[src/rtl/io_write_arbiter_pkg.sv]
// Shared definitions for the output-port write channel: port map, requester
// and arbiter state encodings.
package io_write_arbiter_pkg;

  localparam logic [7:0] IO_BASE   = 8'h80;
  localparam logic [7:0] PORT0_OFS = 8'h00;
  localparam logic [7:0] PORT1_OFS = 8'h04;
  localparam logic [7:0] PORT2_OFS = 8'h08;
  localparam logic [7:0] PORT3_OFS = 8'h0C;

  localparam logic REQ_CPU = 1'b0;
  localparam logic REQ_DBG = 1'b1;

  localparam logic [0:0] ST_ARB    = 1'b0;
  localparam logic [0:0] ST_LOCKED = 1'b1;

endpackage

[src/rtl/io_write_arbiter_addr_check.sv]
// Combinational legality decode for an IO port byte address: upper bits zero,
// inside the 16-byte port window at IO_BASE, word aligned.
module io_addr_check #(
  parameter logic [7:0] IO_BASE = 8'h80
) (
  input  logic [31:0] addr,
  output logic        legal
);

  // Bits [3:2] select the port and are don't-care for legality.
  localparam logic [31:0] ADDR_MASK = 32'hFFFF_FFF3;

  assign legal = ((addr & ADDR_MASK) == {24'h0, IO_BASE[7:4], 4'h0});

endmodule

[src/rtl/io_write_arbiter.sv]
// Round-robin arbiter sharing the output-port write channel between the CPU
// store path and the debug path, with a bounded debug lock and a write stage.
module io_write_arbiter #(
  parameter logic [7:0] IO_BASE  = io_write_arbiter_pkg::IO_BASE,
  parameter int         LOCK_MAX = 16
) (
  input  logic        io_clk,
  input  logic        reset,
  input  logic        cpu_valid,
  output logic        cpu_ready,
  input  logic [31:0] cpu_addr,
  input  logic [31:0] cpu_data,
  input  logic        dbg_valid,
  output logic        dbg_ready,
  input  logic [31:0] dbg_addr,
  input  logic [31:0] dbg_data,
  input  logic        dbg_lock,
  output logic        out_we,
  output logic [31:0] out_addr,
  output logic [31:0] out_data,
  output logic        err_pulse,
  output logic [31:0] err_addr,
  output logic        locked
);
  import io_write_arbiter_pkg::*;

  localparam logic [7:0] LOCK_LAST = 8'(LOCK_MAX - 1);

  logic [0:0]  state_q;
  logic        last_grant_q;
  logic [7:0]  lock_cnt_q;
  logic        cpu_prio_q;
  logic        relock_blk_q;

  logic        cpu_xfer, dbg_xfer, vld_p0, legal_p0;
  logic [31:0] addr_p0, data_p0;
  logic        lock_limit, force_exit;

  logic        vld_p1, err_p1;
  logic [31:0] addr_p1, data_p1, err_addr_p1;

  // Stage p0: grant decision from control state and valids only
  always_comb begin
    cpu_ready = 1'b0;
    dbg_ready = 1'b0;
    if (state_q == ST_LOCKED) begin
      dbg_ready = dbg_valid;
    end else if (cpu_valid && (cpu_prio_q || !dbg_valid || last_grant_q == REQ_DBG)) begin
      cpu_ready = 1'b1;
    end else if (dbg_valid) begin
      dbg_ready = 1'b1;
    end
  end

  assign cpu_xfer   = cpu_valid && cpu_ready;
  assign dbg_xfer   = dbg_valid && dbg_ready;
  assign vld_p0     = cpu_xfer || dbg_xfer;
  assign addr_p0    = dbg_xfer ? dbg_addr : cpu_addr;
  assign data_p0    = dbg_xfer ? dbg_data : cpu_data;
  assign lock_limit = (lock_cnt_q == LOCK_LAST);
  // A release with dbg_lock low wins over the limit: no forced CPU priority.
  assign force_exit = (state_q == ST_LOCKED) && dbg_lock && lock_limit;

  io_addr_check #(.IO_BASE(IO_BASE)) u_addr_check (
    .addr  (addr_p0),
    .legal (legal_p0)
  );

  always_ff @(posedge io_clk) begin
    if (reset) begin
      state_q      <= ST_ARB;
      last_grant_q <= REQ_DBG;
      lock_cnt_q   <= 8'd0;
      cpu_prio_q   <= 1'b0;
      relock_blk_q <= 1'b0;
    end else begin
      cpu_prio_q <= force_exit;
      if (force_exit)     relock_blk_q <= 1'b1;
      else if (!dbg_lock) relock_blk_q <= 1'b0;
      if (vld_p0) last_grant_q <= dbg_xfer ? REQ_DBG : REQ_CPU;
      if (state_q == ST_ARB) begin
        if (dbg_xfer && dbg_lock && !relock_blk_q) begin
          state_q    <= ST_LOCKED;
          lock_cnt_q <= 8'd0;
        end
      end else begin
        lock_cnt_q <= lock_cnt_q + 8'd1;
        if (!dbg_lock || lock_limit) state_q <= ST_ARB;
      end
    end
  end

  // Stage p1: registered write towards the bank, illegal requests dropped
  always_ff @(posedge io_clk) begin
    if (reset) begin
      vld_p1      <= 1'b0;
      err_p1      <= 1'b0;
      addr_p1     <= 32'd0;
      data_p1     <= 32'd0;
      err_addr_p1 <= 32'd0;
    end else begin
      vld_p1 <= vld_p0 && legal_p0;
      err_p1 <= vld_p0 && !legal_p0;
      if (vld_p0 && legal_p0) begin
        addr_p1 <= addr_p0;
        data_p1 <= data_p0;
      end
      if (vld_p0 && !legal_p0) err_addr_p1 <= addr_p0;
    end
  end

  assign out_we    = vld_p1;
  assign out_addr  = addr_p1;
  assign out_data  = data_p1;
  assign err_pulse = err_p1;
  assign err_addr  = err_addr_p1;
  assign locked    = (state_q == ST_LOCKED);

endmodule

[config.mk]
export PLATFORM = sky130hd
export DESIGN_NAME = io_write_arbiter
export DESIGN_NICKNAME = d
export VERILOG_FILES = /design/src/rtl/io_write_arbiter_pkg.sv /design/src/rtl/io_write_arbiter_addr_check.sv /design/src/rtl/io_write_arbiter.sv
export SDC_FILE = /design/constraint.sdc
export NUM_CORES = 1
export LEC_CHECK = 0
export BUFFER_PORTS_ARGS = -buffer_cell sky130_fd_sc_hd__buf_2
export CAP_MARGIN = 5
export CORE_UTILIZATION = 30
export CTS_BUF_LIST = sky130_fd_sc_hd__clkbuf_4 sky130_fd_sc_hd__clkbuf_8
export DETAILED_ROUTE_END_ITERATION = 16
export GPL_TIMING_DRIVEN = 0
export PLACE_DENSITY = 0.65
export SLEW_MARGIN = 20
export SYNTH_ARGS = -nofsm -noshare
export SYNTH_HDL_FRONTEND = slang
export SYNTH_SLANG_ARGS = --single-unit
[constraint.sdc]
create_clock -name io_clk -period 2.1 [get_ports io_clk]
set_input_delay 0.42 -clock io_clk [delete_from_list [all_inputs] [get_ports io_clk]]
set_output_delay 0.42 -clock io_clk [all_outputs]
set_load 0.02 [all_outputs]
# ---- After elaboration in Yosys (flattened, before gate mapping)
# Index checks and enable logic that the tools add are counted.
dict set report totals {
  regBits 110
  in_bits 133
  out_inout_bits 101
  elab_cells 47
}
dict set report classes {
  n_addsub 1
  n_eq_ne 3
  mux 15
  reduce_logical 18
}
# op count
set ops {}
lappend ops {{2-to-1 mux 32 bit} 2}
lappend ops {{equality test 30 x 6 -> 1 bit (second input constant)} 1}
lappend ops {{2-to-1 mux 8 bit} 2}
lappend ops {{2-to-1 mux 1 bit} 11}
lappend ops {{logical AND 1 bit} 9}
lappend ops {{adder 8 x 1 -> 8 bit (second input constant)} 1}
lappend ops {{equality test 8 x 4 -> 1 bit (second input constant)} 1}
lappend ops {{zero test 1 bit} 4}
lappend ops {{logical OR 1 bit} 4}
lappend ops {{!= test 2 x 1 -> 1 bit (second input constant)} 1}
lappend ops {{nonzero test 2 bit} 1}

# ---- Depth between registers and ports, before layout
# Gate-level depths: netlist (run 1).
dict set report logic_depth {
  ltp_word 11
  ltp_mapped 9
  ltp_nobuf 7
}

# ---- Modules after synthesis
# A second synthesis (run 1) with hierarchy kept.
dict set report unflattened {
  hier_cells 545
  area_unflattened_um2 4669.5
}
# mod n_inst cells_per_inst area_per_inst_um2 seq_area_each_um2
set modules_own_cells {}
lappend modules_own_cells {io_write_arbiter 1 534 4590.7 2202.1}
lappend modules_own_cells {io_addr_check 1 11 78.8 0.0}

# ---- Least setup slack after synthesis (run 1)
# Ideal clock, no wire load.
dict set report synth_path {
  path_type {reg-to-reg}
  startpoint {reg state_q, in the netlist locked}
  endpoint {reg addr_p1[0], in the netlist out_addr[0]}
  setup_ps 115
  arrival_time_ps 1869
  required_ps 1985
  setup_slack_ps 116
  stages_incl_launch_ff 10
  n_path_buf 2
  synth_period_minus_slack_ps 1984
  cell_sequence {dfxtp_1 nand2b_4 o21ai_4 inv_2 mux2i_1 o211a_2 nor2_1 buf_2 buf_2 and2_1}
}
dict set report synth_via {
  elab_chain_cells 5
  word_cells_on_any_way 8
  classes_between {eq/ne (1); mux (3); reduce/logical (4)}
}
# item line_no
set synth_lines {}
lappend synth_lines {{from (decl)} io_write_arbiter.sv:29} ;# logic [0:0] state_q;
lappend synth_lines {{from (signal assigned)} io_write_arbiter.sv:71} ;# state_q <= ST_ARB;
lappend synth_lines {{from (signal assigned)} io_write_arbiter.sv:83} ;# state_q <= ST_LOCKED;
lappend synth_lines {{from (signal assigned)} io_write_arbiter.sv:88} ;# if (!dbg_lock || lock_limit) state_q <= ST_ARB;
lappend synth_lines {{2-to-1 mux 1 bit (*)} io_write_arbiter.sv:46} ;# if (state_q == ST_LOCKED) begin
lappend synth_lines {{named net dbg_ready} io_write_arbiter.sv:14} ;# output logic dbg_ready,
lappend synth_lines {{logical AND 1 bit (*)} io_write_arbiter.sv:56} ;# assign dbg_xfer = dbg_valid && dbg_ready;
lappend synth_lines {{2-to-1 mux 32 bit} io_write_arbiter.sv:58} ;# assign addr_p0 = dbg_xfer ? dbg_addr : cpu_addr;
lappend synth_lines {{equality test 30 x 6 -> 1 bit} io_write_arbiter_addr_check.sv:13} ;# assign legal = ((addr & ADDR_MASK) == {24'h0, IO_BASE[7:4], 4'h0});
lappend synth_lines {{logical AND 1 bit} io_write_arbiter.sv:104} ;# if (vld_p0 && legal_p0) begin
lappend synth_lines {{to (signal assigned)} io_write_arbiter.sv:105} ;# addr_p1 <= addr_p0;
lappend synth_lines {{to (decl)} io_write_arbiter.sv:40} ;# logic [31:0] addr_p1, data_p1, err_addr_p1;
# The timed path passes the listed nets; every way through them passes the cells marked *.
# A chain may end at the register's enable or synchronous reset.

# ---- Final worst setup path (run 1)
dict set report layout_path {
  startpoint {reg last_grant_q}
  endpoint {reg lock_cnt_q[5]}
}
dict set report layout_via {
  elab_chain_cells 8
}
# item line_no
set layout_lines {}
lappend layout_lines {{from (decl)} io_write_arbiter.sv:30} ;# logic last_grant_q;
lappend layout_lines {{from (signal assigned)} io_write_arbiter.sv:80} ;# if (vld_p0) last_grant_q <= dbg_xfer ? REQ_DBG : REQ_CPU;
lappend layout_lines {{logical OR 1 bit} io_write_arbiter.sv:48} ;# end else if (cpu_valid && (cpu_prio_q || !dbg_valid || last_grant_q == REQ_DBG)) begin
lappend layout_lines {{logical AND 1 bit} io_write_arbiter.sv:48}
lappend layout_lines {{2-to-1 mux 1 bit} io_write_arbiter.sv:48}
lappend layout_lines {{2-to-1 mux 1 bit} io_write_arbiter.sv:46}
lappend layout_lines {{logical AND 1 bit} io_write_arbiter.sv:56}
lappend layout_lines {{logical AND 1 bit (2 in series)} io_write_arbiter.sv:82} ;# if (dbg_xfer && dbg_lock && !relock_blk_q) begin
lappend layout_lines {{nonzero test 2 bit (no line)} -}
lappend layout_lines {{to (signal assigned)} io_write_arbiter.sv:87} ;# lock_cnt_q <= lock_cnt_q + 8'd1;
lappend layout_lines {{to (decl)} io_write_arbiter.sv:31} ;# logic [7:0] lock_cnt_q;
# No other way between the ends.

==> reports/results.tsv, run 1 <==
stage	metric	value	unit
outcome	status	finished clean	
yosys	synth_edf_count	0	
cts	h-tree-depth	3	
critical_path	worst-path-buf-inv	0	
placement	port_buffers	232	
min_path	hold_class	input port to flop	
global_routing	grt_antenna_before_repair	0	
cts	ctsHoldBuffers	0	
yosys	avgSynthCellArea	9.993	um2
sta	fin_skew	9.958	ps
cts	cts_buffers	9	
drt	drt_iter0_drc	128	
critical_path	path_cells	nor2_2 -> o21ai_4 -> nor4b_1 -> nor2_1 -> a21oi_1 -> nor2_1	
power	p_clk_share	31.1	%
critical_path	crit_cells	6	
cts	clock_path_buffers	2	
global_routing	gr-total-overflow	0	
drt	drc	0	
power	swShare	30.00	%
floorplanning	die_w	126.6	um
critical_path	r2r_start	last_grant_q	
yosys	syn_area	4657	um2
cts	cts.sinks	110	
cts	cts_tree	yes	
critical_path	worst_path_max_delay_cell	nor4b_1	
placement	dp_slack	-354.6	ps
sta	rsz0062_at_grt	yes	
min_path	min_from	cpu_addr[7]	
sta	layout_setup_ws	48.65	ps
sta	tightest_slew	1103	ps
sta	tns	0	ps
power	internal_power	2.934	mW
sta	hold_viol	0	
cts	clk_pin_slew_worst_paths	110	ps
critical_path	path_common_cell	nor2_1	
sta	drv_slew	0	
sta	setup_viol	0	
cts	clock_latency	390	ps
final_layout	finalNonFillerCells	905	
sta	fmax	0.4875	GHz
yosys	yosys_register_bits	110	
power	powerDensity	655.1	nW/um2
final_layout	final_common_cell	buf_2	
final_layout	final_nets	846	
floorplanning	initial_core_util	30.63	%
final_layout	layout_common_cells	235 x buf_2, 109 x dfxtp_1, 63 x mux2i_1	
power	pwr-share-seq	52.0	%
global_routing	grt_pass1_wl	21.42	mm
yosys	synth_top_flop_cell	dfxtp_1	
yosys	synth_warnings	0	
critical_path	crit_type	flop to flop	
global_routing	grt_pass1_vias	4210	
floorplanning	die_area	16030	um2
final_layout	drive_above_1_share	43.79	%
yosys	synth_compound_area_share	18.59	%
floorplanning	core	15200	um2
power	power_switching	1.258	mW
yosys	synth_top_family_by_area	compound AO/OA/AOI/OAI gates	
yosys	syn-num-nets	600	
power	leakage	3.085	nW
sta	min_period_over_period	97.68	%
final_layout	area_delta_synth_final	37.40	%
min_path	whs_path_depth	3	
yosys	synth_mux_area_share	13.76	%
floorplanning	io_pins	234	
final_layout	n_antenna_cell	0	
yosys	netlist_top_cells_area	dfxtp_1 47%, mux2i_1 14%, a211oi_2 7.0%	
yosys	ys_seq_area_share	47.29	%
placement	hpwl	10.78	mm
power	irDropWorstVdd	316.8	uV
critical_path	critical_path_peak_fanout	6	
flow_run	max-cap-violations	0	
yosys	yosysUniqueCellTypes	40	
critical_path	start_kind	flop	
cts	clockRootBuffer	clkbuf_8	
critical_path	max_stage_delay	950	ps
floorplanning	rows	45	
min_path	hold_end	err_addr[7]	
drt	wire_per_inst	15.40	um
sta	whs	308.7	ps
critical_path	required	2370	ps
yosys	synth-xor-area-share	0.1881	%
critical_path	crit_arrival	2320	ps
drt	ant_nets	0	
critical_path	cp-end-kind	flop	
drt	drt_wl_total	13.94	mm
placement	placed_cells	886	
yosys	netlist.area_leader.share	47.29	%
drt	avgViaCountPerCell	4.848	
power	comb_power_share	17.0	%
yosys	yosys.area.top_type	dfxtp_1	
drt	vias	4387	
global_routing	grt_max_degree	22	
drt	drtPass1Iterations	4	
yosys	synthesis.instances	466	
critical_path	r2r_setup_slack	50	ps
critical_path	reg2reg_to	lock_cnt_q[5]	
global_routing	grt_use_total	17.39	%
sta	relSlewSlack	25.41	%
placement	gp_congestion	0.8142	
sta	fin_crit	2051	ps
yosys	async_flop_share	0	%
yosys	yosys.area_share.simple	15.53	%
floorplanning	die_h	126.6	um
critical_path	rr_worst_depth	6	
critical_path	crit_family	simple AND/OR/NAND/NOR gates	
yosys	synth_fa_ha_area_share	0.2687	%
metrics by stage:
| step | area, um2 | utilization [%] | power, mW |
|---|---|---|---|
| 3_3_place_gp | 6053 | 39.82 | 2.918 |
| 3_5_place_dp | 6053 | 39.82 | 2.919 |
| 5_1_grt | 6399 | 42.09 | 4.395 |
| 4_1_cts | 6299 | 41.43 | 4.246 |
| 6_report | 6399 | 42.09 | 4.191 |
| 2_1_floorplan | 4657 | - | 2.625 |
metal layers:
metal	GRT usage, %	share of wire (%)
met3	4.344	6.7
met4	7.300	2.5
met5	0	0
met2	29.70	47
met1	20.78	44
area by class of cell:
| cell class | count | area [um2] |
|---|---|---|
| Fill cell | 1541 | 8803 |
| Multi-Input combinational cell | 315 | 2300 |
| Sequential cell | 110 | 2203 |
| Timing Repair Buffer | 238 | 1206 |
| Buffer | 35 | 235.2 |
| Tap cell | 188 | 235.2 |
| Clock buffer | 9 | 123.9 |
| Clock inverter | 7 | 78.83 |
| Inverter | 3 | 16.27 |
synthesized netlist by cell type, types with 2 or more instances:
| master | instances |
|---|---|
| a211oi_2 | 26 |
| mux2i_1 | 64 |
| and2_1 | 30 |
| nor2_1 | 54 |
| and3_1 | 3 |
| o21a_1 | 3 |
| buf_6 | 4 |
| o32ai_1 | 2 |
| a211oi_1 | 33 |
| buf_2 | 13 |
| dfxtp_1 | 110 |
| nand3_1 | 4 |
| nand2_1 | 13 |
| clkbuf_1 | 19 |
| a31oi_1 | 2 |
| a21oi_1 | 35 |
| nor2b_1 | 5 |
| nand4_1 | 4 |
| nor4b_1 | 3 |
| nor4_1 | 9 |
| nor3_1 | 10 |
| inv_1 | 2 |
sequential cells by signal, summed over array words and instances (netlist names):
signal,count
out_data,32
err_pulse,1
cpu_prio_q,1
out_addr,32
last_grant_q,1
locked,1
err_addr,32
out_we,1
relock_blk_q,1
lock_cnt_q,8
worst register-to-register path, stage by stage, from the launching register on:
cell and delay [ps]:
dfxtp_1 340, nor2_2 190, o21ai_4 120, nor4b_1 950, nor2_1 110, a21oi_1 180, nor2_1 50
kinds of logic after synthesis:
| kind of cell | count (synthesis) |
|---|---|
| DFF | 110 |
| adders and majority gates | 1 |
| xor gates and xnor gates | 1 |
| muxes | 64 |
| buffers and inverters | 41 |
| and+or+nand+nor | 141 |
| AOI/OAI and AO/OA | 108 |
power groups by stage:
stage	Combinational (mW)	Clock (mW)	Sequential, mW
6_report	0.711	1.30	2.18
5_1_grt	0.768	1.44	2.19
4_1_cts	0.702	1.37	2.18
3_5_place_dp	0.695	0	2.22
3_3_place_gp	0.693	0	2.22
2_1_floorplan	0.330	0	2.29
timing repair:
action / 4_1_cts / 5_1_grt
gates resized for setup: 14 / 28
cloned: 0 / 0
pin swaps: 0 / 3
endpoints found under the setup margin: 95 / 74
buffers inserted: 0 / 6
worst max-delay path by stage:
stage	startpoint	end	slack, ps
after global placement	cpu_valid	out_addr[0]	-330
final	last_grant_q	lock_cnt_q[5]	50
after CTS	locked	out_addr[0]	5
after floorplan	locked	out_addr[0]	120
after detailed placement	cpu_valid	out_addr[0]	-350
after global routing	locked	out_data[28]	-20
(Power assumes the default switching activity.)
==> inputs of run 2 (changes only) <==
Settings changed: PLACE_DENSITY 0.65 to default.
==> run 2 against run 1 <==
Critical path depth rose by 3. Via count down 1.5%. Die area did not move. Hold slack better by 17 ps. Clock power about the same. Wire length increased by 3.6%. Worst setup slack better by 36 ps. Non-clock buffer count down 1. Count of clock-buffer cells in the layout unchanged. Combinational power is 1% lower. Clock skew grew 2.1 ps. Critical path type unchanged. Largest power group unchanged. Highest routed layer unchanged.
==> reports/results.tsv, run 2 (synthesis results as in run 1) <==
stage	metric	value	unit
outcome	status	finished clean	
drt	drc	0	
power	irDropWorstVdd	296.4	uV
cts	h-tree-depth	3	
critical_path	worst-path-buf-inv	3	
power	internal_power	2.936	mW
power	power_switching	1.281	mW
critical_path	crit_arrival	2310	ps
sta	relSlewSlack	48.75	%
cts	clock_path_buffers	2	
global_routing	grt_pass1_wl	22.36	mm
drt	vias	4320	
drt	dr_wl_met3	1.004	mm
placement	dpl_cell_area	6053	um2
critical_path	crit_family	compound AO/OA/AOI/OAI gates	
final_layout	layout_common_cells	238 x buf_2, 110 x dfxtp_1, 63 x mux2i_1	
cts	cts_tree	yes	
floorplanning	initial_core_util	30.63	%
floorplanning	die_w	126.6	um
min_path	min_from	cpu_addr[7]	
cts	clock_latency	390	ps
drt	dr.max_layer_used	met4	
floorplanning	core	15200	um2
drt	wl_met1	6.455	mm
placement	hpwl	11.10	mm
final_layout	finalNonFillerCells	905	
sta	min_period_over_period	95.95	%
placement	placed_cells	886	
critical_path	required	2390	ps
power	pwr-share-seq	51.7	%
final_layout	utilization	41.87	%
cts	cts.sinks	110	
drt	drt_iter0_drc	135	
critical_path	max_stage_delay	330	ps
drt	drt_wl_total	14.43	mm
min_path	whs_path_depth	3	
floorplanning	die_area	16030	um2
critical_path	worst_path_max_delay_cell	dfxtp_1	
cts	ctsHoldBuffers	0	
sta	setup_viol	0	
sta	rsz0062_at_grt	yes	
sta	fmax	0.4963	GHz
drt	routed-wl-met2	6.852	mm
critical_path	cp-end-kind	flop	
sta	tns	0	ps
power	p_clk_share	31.6	%
global_routing	gr-total-overflow	0	
min_path	hold_class	input port to flop	
flow_run	max-cap-violations	0	
final_layout	area_delta_synth_final	36.67	%
cts	cts_buffers	9	
min_path	hold_end	err_addr[7]	
final_layout	final_nets	845	
power	powerDensity	662.4	nW/um2
sta	fin_crit	2015	ps
sta	hold_viol	0	
critical_path	path_cells	nand2b_4 -> o21ai_4 -> inv_6 -> mux2i_4 -> o211a_4 -> nor2_2 -> buf_4 -> buf_2 -> and2_1	
drt	wire_per_inst	15.95	um
critical_path	r2r_setup_slack	90	ps
drt	avgViaCountPerCell	4.773	
critical_path	crit_type	flop to flop	
sta	tightest_slew	768.7	ps
global_routing	grt_pass1_vias	4187	
global_routing	grt_antenna_before_repair	2	
power	comb_power_share	16.7	%
cts	clockRootBuffer	clkbuf_8	
sta	fin_skew	12.01	ps
floorplanning	io_pins	234	
global_routing	grt_max_degree	23	
sta	drv_slew	0	
placement	gp_congestion	0.8037	
drt	ant_nets	0	
critical_path	reg2reg_to	out_addr[26]	
power	finalPower	4.216	mW
cts	clk_pin_slew_worst_paths	120	ps
power	leakage	3.071	nW
final_layout	fin_area	6365	um2
critical_path	start_kind	flop	
critical_path	r2r_start	locked	
power	swShare	30.37	%
floorplanning	rows	45	
critical_path	rr_worst_depth	9	
critical_path	critical_path_peak_fanout	10	
final_layout	final_common_cell	buf_2	
placement	port_buffers	232	
final_layout	drive_above_1_share	43.44	%
global_routing	grt_use_total	18.20	%
drt	drtPass1Iterations	4	
floorplanning	die_h	126.6	um
## run 2: changes by cell type in the layout (fill, tap and decap cells not counted), moves of 2 or more
cell / change
a21oi_2: -2
buf_4: -3
clkbuf_2: +3
clkinv_4: -2
inv_8: +2
buf_6: -3
a21oi_1: +2
buf_2: +3
## run 2: worst max path at each step
| stage | from | end | slack [ps] | cells past startpoint |
|---|---|---|---|---|
| after detailed placement | dbg_addr[26] | out_addr[30] | -360 | 9 |
| after CTS | locked | err_addr[2] | 10 | 9 |
| final | locked | out_addr[26] | 90 | 9 |
| after floorplan | locked | out_addr[0] | 120 | 9 |
| after global placement | dbg_addr[26] | out_addr[27] | -340 | 9 |
| after global routing | locked | out_addr[27] | -40 | 9 |
## run 2: what timing repair did
action / CTS / global route
buffers inserted: 0 / 3
resized for setup: 13 / 12
setup endpoints to repair: 97 / 79
pin swaps: 0 / 2
## run 2: final cells by class
class	count	area, um2
clock buffer	9	123.9
buffer	37	211.5
fill	1549	8837
clock inverter	7	83.83
sequential	110	2202
timing repair buffer	235	1184
multi-input combinational	315	2306
inverter	3	16.27
tap	188	235.2
antenna	1	2.502
## run 2: per-layer routing
| layer | vias to the layer above | GRT usage, % |
|---|---|---|
| met5 | - | 0 |
| met4 | 0 | 5.670 |
| met3 | 11 | 5.272 |
| met2 | 164 | 30.58 |
| met1 | 1970 | 22.42 |
| li1 | 2175 | - |
## run 2: stage by stage
| stage | hold slack, ps | setup slack [ps] |
|---|---|---|
| detailed placement | 438.1 | -363.6 |
| finish | 325.8 | 85.03 |
| CTS | 292.0 | 10.33 |
| global placement | 436.6 | -335.6 |
| global route | 313.2 | -39.11 |
| floorplan | 438.8 | 116.2 |
## run 2: power by group through the flow
| stage | logic, mW | clock network (mW) | registers (mW) |
|---|---|---|---|
| floorplan | 0.330 | 0 | 2.29 |
| global placement | 0.698 | 0 | 2.23 |
| detailed placement | 0.698 | 0 | 2.22 |
| CTS | 0.704 | 1.40 | 2.18 |
| global route | 0.764 | 1.47 | 2.19 |
| finish | 0.704 | 1.33 | 2.18 |
## run 2: worst reg2reg max path, cell delays in order (launching register included)
cell and delay [ps]:
dfxtp_1 330, nand2b_4 170, o21ai_4 250, inv_6 110
mux2i_4 250, o211a_4 240, nor2_2 60, buf_4 180
buf_2 170, and2_1 160
==> inputs of run 3 (changes only) <==
Settings changed: CORE_ASPECT_RATIO from default to 0.6, CTS_CLUSTER_SIZE from default to 30, TNS_END_PERCENT from default to 50.
==> run 3 against run 2 <==
Wire length grew 6.8%. Die area grew 0.11%. Flip-flop and latch count is the same. Clock power grew 3%. Sequential share of layout area shrank 0.89 points. Count of clock-buffer cells in the layout is the same. Worst setup slack lost 75 ps. Register-to-register slack lost 50 ps. Hold slack gained 7.9 ps.
==> reports/results.tsv, run 3 (synthesis results as in run 1) <==
stage	metric	value	unit
global_routing	use_met1	26.45	%
critical_path	worst-path-buf-inv	4	
critical_path	r2r_setup_slack	40	ps
sta	tightest_slew	896.8	ps
cts	cts_buffers	9	
placement	gp_congestion	0.8583	
drt	ant_nets	0	
final_layout	layout_common_cells	235 x buf_2, 109 x dfxtp_1, 63 x mux2i_1	
placement	hpwl	12.09	mm
critical_path	crit_type	input port to flop	
critical_path	path_common_cell	buf_6	
cts	cts.sinks	110	
global_routing	grt_use_total	18.94	%
critical_path	required	2390	ps
floorplanning	initial_core_util	31.46	%
drt	wire_per_inst	16.73	um
floorplanning	die_area	16040	um2
drt	vias	4530	
floorplanning	io_pins	234	
sta	fin_skew	12.53	ps
drt	drtPass1Iterations	4	
critical_path	start_kind	input port	
global_routing	grt_busiest_layer	met2	
final_layout	area_delta_synth_final	40.35	%
drt	avgViaCountPerCell	4.919	
min_path	hold_end	err_addr[7]	
floorplanning	rows	34	
power	leakage	3.146	nW
final_layout	utilization	44.15	%
flow_run	max-cap-violations	0	
floorplanning	core	14800	um2
critical_path	rr_worst_depth	10	
sta	tns	0	ps
placement	port_buffers	232	
placement	dpl_cell_area	6066	um2
min_path	min_from	cpu_addr[7]	
outcome	status	finished clean	
final_layout	fin_area	6536	um2
global_routing	gr-total-overflow	0	
min_path	whs_path_depth	3	
critical_path	worst_path_max_delay_cell	nor4_1	
critical_path	critical_path_peak_fanout	10	
final_layout	drive_above_1_share	44.67	%
cts	clock_path_buffers	2	
sta	rsz0062_at_grt	yes	
critical_path	cp-end-kind	flop	
critical_path	r2r_start	locked	
global_routing	grt_antenna_before_repair	0	
cts	clk_pin_slew_worst_paths	110	ps
global_routing	grt_pass1_vias	4611	
sta	relSlewSlack	40.22	%
critical_path	crit_arrival	2380	ps
global_routing	grt_max_degree	21	
global_routing	met3_usage	4.167	%
sta	fmax	0.4786	GHz
critical_path	crit_family	simple AND/OR/NAND/NOR gates	
cts	clockRootBuffer	clkbuf_8	
global_routing	grt_pass1_wl	23.66	mm
floorplanning	die_w	162.8	um
sta	drv_slew	0	
power	powerDensity	657.5	nW/um2
cts	cts_tree	yes	
sta	setup_viol	0	
critical_path	path_cells	buf_2 -> nor4_1 -> nand4_1 -> nor3_4 -> buf_6 -> o21ai_4 -> and2_4 -> buf_6 -> buf_6 -> a211oi_2	
power	irDropWorstVdd	333.9	uV
sta	hold_viol	0	
floorplanning	die_h	98.51	um
drt	drc	0	
cts	clock_latency	370	ps
min_path	hold_class	input port to flop	
final_layout	n_antenna_cell	0	
sta	fin_crit	2089	ps
critical_path	reg2reg_to	err_addr[22]	
cts	h-tree-depth	3	
drt	drt_iter0_drc	217	
critical_path	max_stage_delay	400	ps
cts	ctsHoldBuffers	0	
final_layout	final_nets	852	
drt	drt_wl_total	15.41	mm
sta	min_period_over_period	99.50	%
global_routing	gr-usage-met2	30.08	%
final_layout	final_common_cell	buf_2	
[run 3: cell types whose count changed in the layout (fill, tap and decap cells not counted), sizes merged]
cell,delta
clkbuf,+4
diode,-1
bufinv,+1
buf,+3
clkinvlp,+1
inv,-3
clkinv,+1
[run 3: area by class of cell]
cell class / instances / area (um2)
buffer: 36 / 231.5
clock buffer: 9 / 123.9
clock inverter: 7 / 88.84
fill: 1473 / 8268
inverter: 3 / 16.27
multi-input combinational: 315 / 2347
sequential: 110 / 2203
tap: 198 / 247.7
timing repair buffer: 243 / 1277
[run 3: per-layer routing]
layer	vias to the layer above	wire (um)	share of wire [%]
li1	2186	-	-
met5	-	0	0
met3	10	890	5.8
met4	0	119	0.77
met2	153	6804	44
met1	2181	7596	49
[run 3: power breakdown]
| group | internal (mW) | switching, mW |
|---|---|---|
| logic | 0.327 | 0.423 |
| clock network | 0.582 | 0.784 |
| registers | 2.15 | 0.0345 |
| total | 3.06 | 1.24 |
[run 3: what timing repair did]
item / 4_1_cts / 5_1_grt
cloned: 0 / 1
buffers inserted: 2 / 8
resized for setup: 13 / 31
hold endpoints to repair: 0 / 0
pin swaps: 2 / 2
setup endpoints to repair: 94 / 87
[run 3: worst max path at each step]
| stage | start | to | slack [ps] | cells past startpoint |
|---|---|---|---|---|
| finish | cpu_addr[26] | err_addr[22] | 10 | 10 |
| global route | locked | err_addr[0] | -50 | 10 |
| CTS | cpu_addr[26] | out_addr[30] | 0.7 | 9 |
| detailed placement | dbg_addr[12] | out_data[30] | -660 | 8 |
| global placement | dbg_addr[12] | out_addr[27] | -500 | 9 |
| floorplan | locked | out_addr[0] | 120 | 9 |
[run 3: worst reg2reg max path: cells and delay by family, from the launching register on]
family / cells / cell delay [ps]
buffers and inverters: 4 / 560
AND/OR/NAND/NOR: 3 / 570
flip-flops: 1 / 350
AO/OA/AOI/OAI: 3 / 500
[run 3: metrics by stage]
step                instances  setup slack [ps]  hold WS, ps  total power, mW
global route              921            -47.14        325.9            4.495
finish                    921             10.52        333.7            4.297
global placement          896            -497.7        437.9            2.914
floorplan                 466             116.2        438.8            2.625
CTS                       913            0.7214        300.1            4.327
detailed placement        896            -660.6        438.1            2.930
